<file path="config.mk">
export PLATFORM = sky130hd
export DESIGN_NAME = stream_demux_1to2
export DESIGN_NICKNAME = d
export VERILOG_FILES = /design/src/rtl/stream_demux_1to2.sv
export SDC_FILE = /design/constraint.sdc
export NUM_CORES = 1
export LEC_CHECK = 0
export ABC_CLOCK_PERIOD_IN_PS = 4400
export CORE_MARGIN = 8
export CORE_UTILIZATION = 38
export CTS_CLUSTER_DIAMETER = 30
export DETAILED_ROUTE_END_ITERATION = 6
export GPL_TIMING_DRIVEN = 0
export PLACE_DENSITY = 0.63
export SLEW_MARGIN = 5
export SYNTH_ARGS = -nofsm -noshare
export SYNTH_HDL_FRONTEND = slang
export SYNTH_SLANG_ARGS = --single-unit
</file>
<file path="constraint.sdc">
create_clock -name clk -period 4.4 [get_ports clk]
set_input_delay 0.88 -clock clk [delete_from_list [all_inputs] [get_ports clk]]
set_output_delay 0.88 -clock clk [all_outputs]
set_load 0.03 [all_outputs]
</file>
<file path="src/rtl/stream_demux_1to2.sv">
// One-input, two-output valid/ready stream demultiplexer with one registered slot per output
// and a wrapping handshake counter per output.
module stream_demux_1to2 #(
  parameter int DATA_W = 8,
  parameter int CNT_W  = 16
) (
  input  logic              clk,
  input  logic              rst_n,
  input  logic              in_valid,
  output logic              in_ready,
  input  logic [DATA_W-1:0] in_data,
  input  logic              in_sel,
  output logic              y0_valid,
  input  logic              y0_ready,
  output logic [DATA_W-1:0] y0_data,
  output logic              y1_valid,
  input  logic              y1_ready,
  output logic [DATA_W-1:0] y1_data,
  input  logic              cnt_clr,
  output logic [CNT_W-1:0]  cnt0,
  output logic [CNT_W-1:0]  cnt1
);

  logic slot0_free;
  logic slot1_free;
  logic accept;
  logic load0;
  logic load1;
  logic fire0;
  logic fire1;

  // Readiness looks only at the addressed slot, so a stalled port never blocks the other one.
  always_comb begin
    slot0_free = !y0_valid || y0_ready;
    slot1_free = !y1_valid || y1_ready;
    in_ready   = in_sel ? slot1_free : slot0_free;
    accept     = in_valid && in_ready;
    load0      = accept && !in_sel;
    load1      = accept && in_sel;
    fire0      = y0_valid && y0_ready;
    fire1      = y1_valid && y1_ready;
  end

  always_ff @(posedge clk or negedge rst_n) begin
    if (!rst_n) begin
      y0_valid <= 1'b0;
      y0_data  <= '0;
    end else if (load0) begin
      y0_valid <= 1'b1;
      y0_data  <= in_data;
    end else if (fire0) begin
      y0_valid <= 1'b0;
    end
  end

  always_ff @(posedge clk or negedge rst_n) begin
    if (!rst_n) begin
      y1_valid <= 1'b0;
      y1_data  <= '0;
    end else if (load1) begin
      y1_valid <= 1'b1;
      y1_data  <= in_data;
    end else if (fire1) begin
      y1_valid <= 1'b0;
    end
  end

  // Clear wins over a coincident downstream handshake.
  always_ff @(posedge clk or negedge rst_n) begin
    if (!rst_n) begin
      cnt0 <= '0;
      cnt1 <= '0;
    end else if (cnt_clr) begin
      cnt0 <= '0;
      cnt1 <= '0;
    end else begin
      if (fire0) cnt0 <= cnt0 + 1'b1;
      if (fire1) cnt1 <= cnt1 + 1'b1;
    end
  end

endmodule
</file>
==> impl_results.md <==
- Max transition margin: 57.5%
- PD cells: 319 nW/um2
- LEAKAGE: 1.22 nW
- Area Overhead vs Synth: 37.3%
- Clock skew: 0.0113 ns
- Fin nets: 300
- Die width: 93.5 um
- Initial antenna violation count: 0
- Fillers: 528
- Yosys reg bits: 50
- Synth Flop Type: dfrtp_1
- Yosys top cell area share: 54.8%
- Total number of vias: 1856
- # Post-CTS Setup Buffers: 0
- Grt total ovfl: 0
- Via-to-Cell Ratio: 5.17
- TritonCTS Sinks: 50
- Critical path class: input pin to output pin
- Async SR Flop Fraction: 100%
- Clock H-tree levels: 2
- DP Wirelength: 4.12 mm
- Fin crit share: 79.0%
- Io pins: 66
- Startpoint types: input pin
- DRC violations left: 0
- Clock tree buffer depth: 2
- R2R cell count: 3
- Total global-route track usage: 13.0%
- Final hold violations: 0
- Final setup fails: 0
- Netlist Area Pre-Place: 2280 um2
- PortBufs: 65
- CTS root buffer: clkbuf_8
- RR Startpoint: y0_valid
- # resized after CTS: 0
- Post-synth top area cell: dfrtp_1
- Pin count of the biggest net entering global routing: 28
- Area of the die: 8750 um2
- Number of flops mapped to enable cells by yosys: 0
- Hold Path Origin: y1_data[6]
- Peak fanout along the critical path: 6
- Insertion delay to the later sink of the worst-skew pair: 0.30 ns
- Layout cells sized above 1: 10.2%
- Final RePlAce weighted congestion: 0.727
- Setup WS post-layout: 0.922 ns
- Reg2reg end: y0_data[2]
- Fin area: 3130 um2
- R2r setup slk: 2.64 ns
- ANT cells: 0
- Mapped Nets: 227
- Routed Antenna Nets: 0
- Worst Tran Pin Value: 0.635 ns
- Status: complete, no violations
- Pins Over Slew Limit: 0
- WP data required: 3.52 ns
- Die Span Y: 93.5 um
- Hold-fix buffers, CTS: 0
- Starting Density: 39.0%
- Worst hold path class: flip-flop to flip-flop
- First-pass GRT wire length: 9.07 mm
- Setup TNS: 0 ns
- Crit path arrival time: 2.60 ns
- Worst Setup End Kind: output pin
- Final min period: 3.48 ns
- Largest cells by area after synthesis: dfrtp_1, mux2_2, xnor2_1
- DP Area: 3040 um2
- F_max: 288 MHz
- RSZ-0062 raised after global routing: false
- 1st-pass router iterations: 4
- Syn. warnings: 0
- Post-synth cell types: 28
- Seq/Total Area, Yosys: 54.8%
- Std cell rows: 28
- Hold WS: 0.514 ns
- Core ar.: 5850 um2
- Hold EP: y1_data[6]
- Reg clk slew, reported paths: 0.09 ns
- Final WL: 5.61 mm
- Cells after Synth: 210
- Place WS: 0.931 ns
- DRT iter0 DRCs: 87
- Post-synth top cells: dfrtp_1, nor2_1, mux2_2
- Inserted Clock Buffers: 5
- Top-count cell post-synth: dfrtp_1
- Worst vdd ir: 247 uV
- Hold path depth: 1
- Mean Syn Cell Area: 10.9 um2
- DR WL/cell: 15.6 um
- MaxCap Viol Count: 0
- TritonCTS clock tree: built
- Vias in the first global route: 1796
==> metrics by stage <==
step / std cells / power (mW) / util, %
after CTS: 359 / 1.01 / 53.6
after floorplan: 210 / 0.621 / -
after global routing: 359 / 1.05 / 53.6
after detailed placement: 351 / 0.728 / 52.0
after global placement: 350 / 0.725 / 51.8
final: 359 / 0.999 / 53.6
==> how the worst max path moves through the flow <==
| stage | start | to | slack [ns] | cells past startpoint |
|---|---|---|---|---|
| CTS | y0_ready | in_ready | 0.92 | 4 |
| floorplan | y0_ready | in_ready | 2.08 | 2 |
| global route | y0_ready | in_ready | 0.86 | 4 |
| detailed placement | y0_ready | in_ready | 0.93 | 4 |
| finish | y0_ready | in_ready | 0.92 | 4 |
| global placement | rst_n | cnt0[13] | 0.84 | 1 |
==> where the power goes <==
part	internal (mW)	total (mW)	switching [mW]	leakage, nW
clock network	0.127	0.283	0.155	0.0482
logic	0.0920	0.206	0.114	0.509
registers	0.490	0.510	0.0198	0.658
==> placed cells by master, fill, tap and decap left out <==
| cell | instances |
|---|---|
| buf_2 | 1 |
| buf_12 | 1 |
| o31ai_1 | 2 |
| inv_1 | 5 |
| o21ai_0 | 10 |
| or2b_1 | 1 |
| nor3b_2 | 1 |
| nor4_1 | 5 |
| and4_1 | 3 |
| or3_4 | 1 |
| or3_1 | 10 |
| nand2b_1 | 1 |
| xor2_1 | 7 |
| or4b_1 | 1 |
| clkdlybuf4s50_1 | 64 |
| nand4_4 | 1 |
| xnor2_1 | 11 |
| nand2_1 | 14 |
| or4_1 | 2 |
| and3_1 | 2 |
| nand3_1 | 11 |
| a21oi_1 | 14 |
| nor2b_1 | 1 |
| clkbuf_1 | 6 |
| clkinv_2 | 1 |
| ha_1 | 2 |
| mux2_2 | 17 |
| nor3_1 | 3 |
| nor2_1 | 20 |
| clkbuf_8 | 6 |
| dfrtp_1 | 50 |
| o41ai_1 | 1 |
| nand4_1 | 9 |
==> cell families (layout without fill, tap and decap cells) <==
family | count (synthesis) | count (layout) | synth area share, %
xor gates and xnor gates | 18 | 18 | 6.90
adders and majority gates | 2 | 2 | 1.10
muxes | 17 | 17 | 8.38
and+or+nand+nor | 86 | 86 | 20.9
buffers and inverters | 10 | 84 | 1.64
AOI/OAI and AO/OA | 27 | 27 | 6.30
DFF | 50 | 50 | 54.8
==> per-layer routing <==
metal	GRT usage (%)	up-vias	wire length (um)
met5	0	-	0
met4	3.62	0	42
met3	7.61	5	676
met2	19.2	51	2380
met1	15.5	908	2500
li1	-	892	-
==> critical path, cell delays in order <==
cell	delay [ns]
clkdlybuf4s50_1	0.55
or2b_1	0.30
mux2_2	0.27
clkdlybuf4s50_1	0.60
==> flip-flops by register name, indices dropped and copies added (netlist names) <==
| name | count |
|---|---|
| cnt0 | 16 |
| cnt1 | 16 |
| y0_data | 8 |
| y0_valid | 1 |
| y1_data | 8 |
| y1_valid | 1 |
==> layout make-up <==
cell class | count | area [um2] | share of cell area, %
buffer | 5 | 18.8 | 0.599
clock buffer | 7 | 86.3 | 2.75
clock inverter | 1 | 5.00 | 0.160
inverter | 5 | 18.8 | 0.599
multi-input combinational | 150 | 995 | 31.7
sequential | 50 | 1250 | 39.9
tap | 75 | 93.8 | 2.99
timing repair buffer | 66 | 666 | 21.2
No activity file was read; power rests on OpenSTA's default activity.
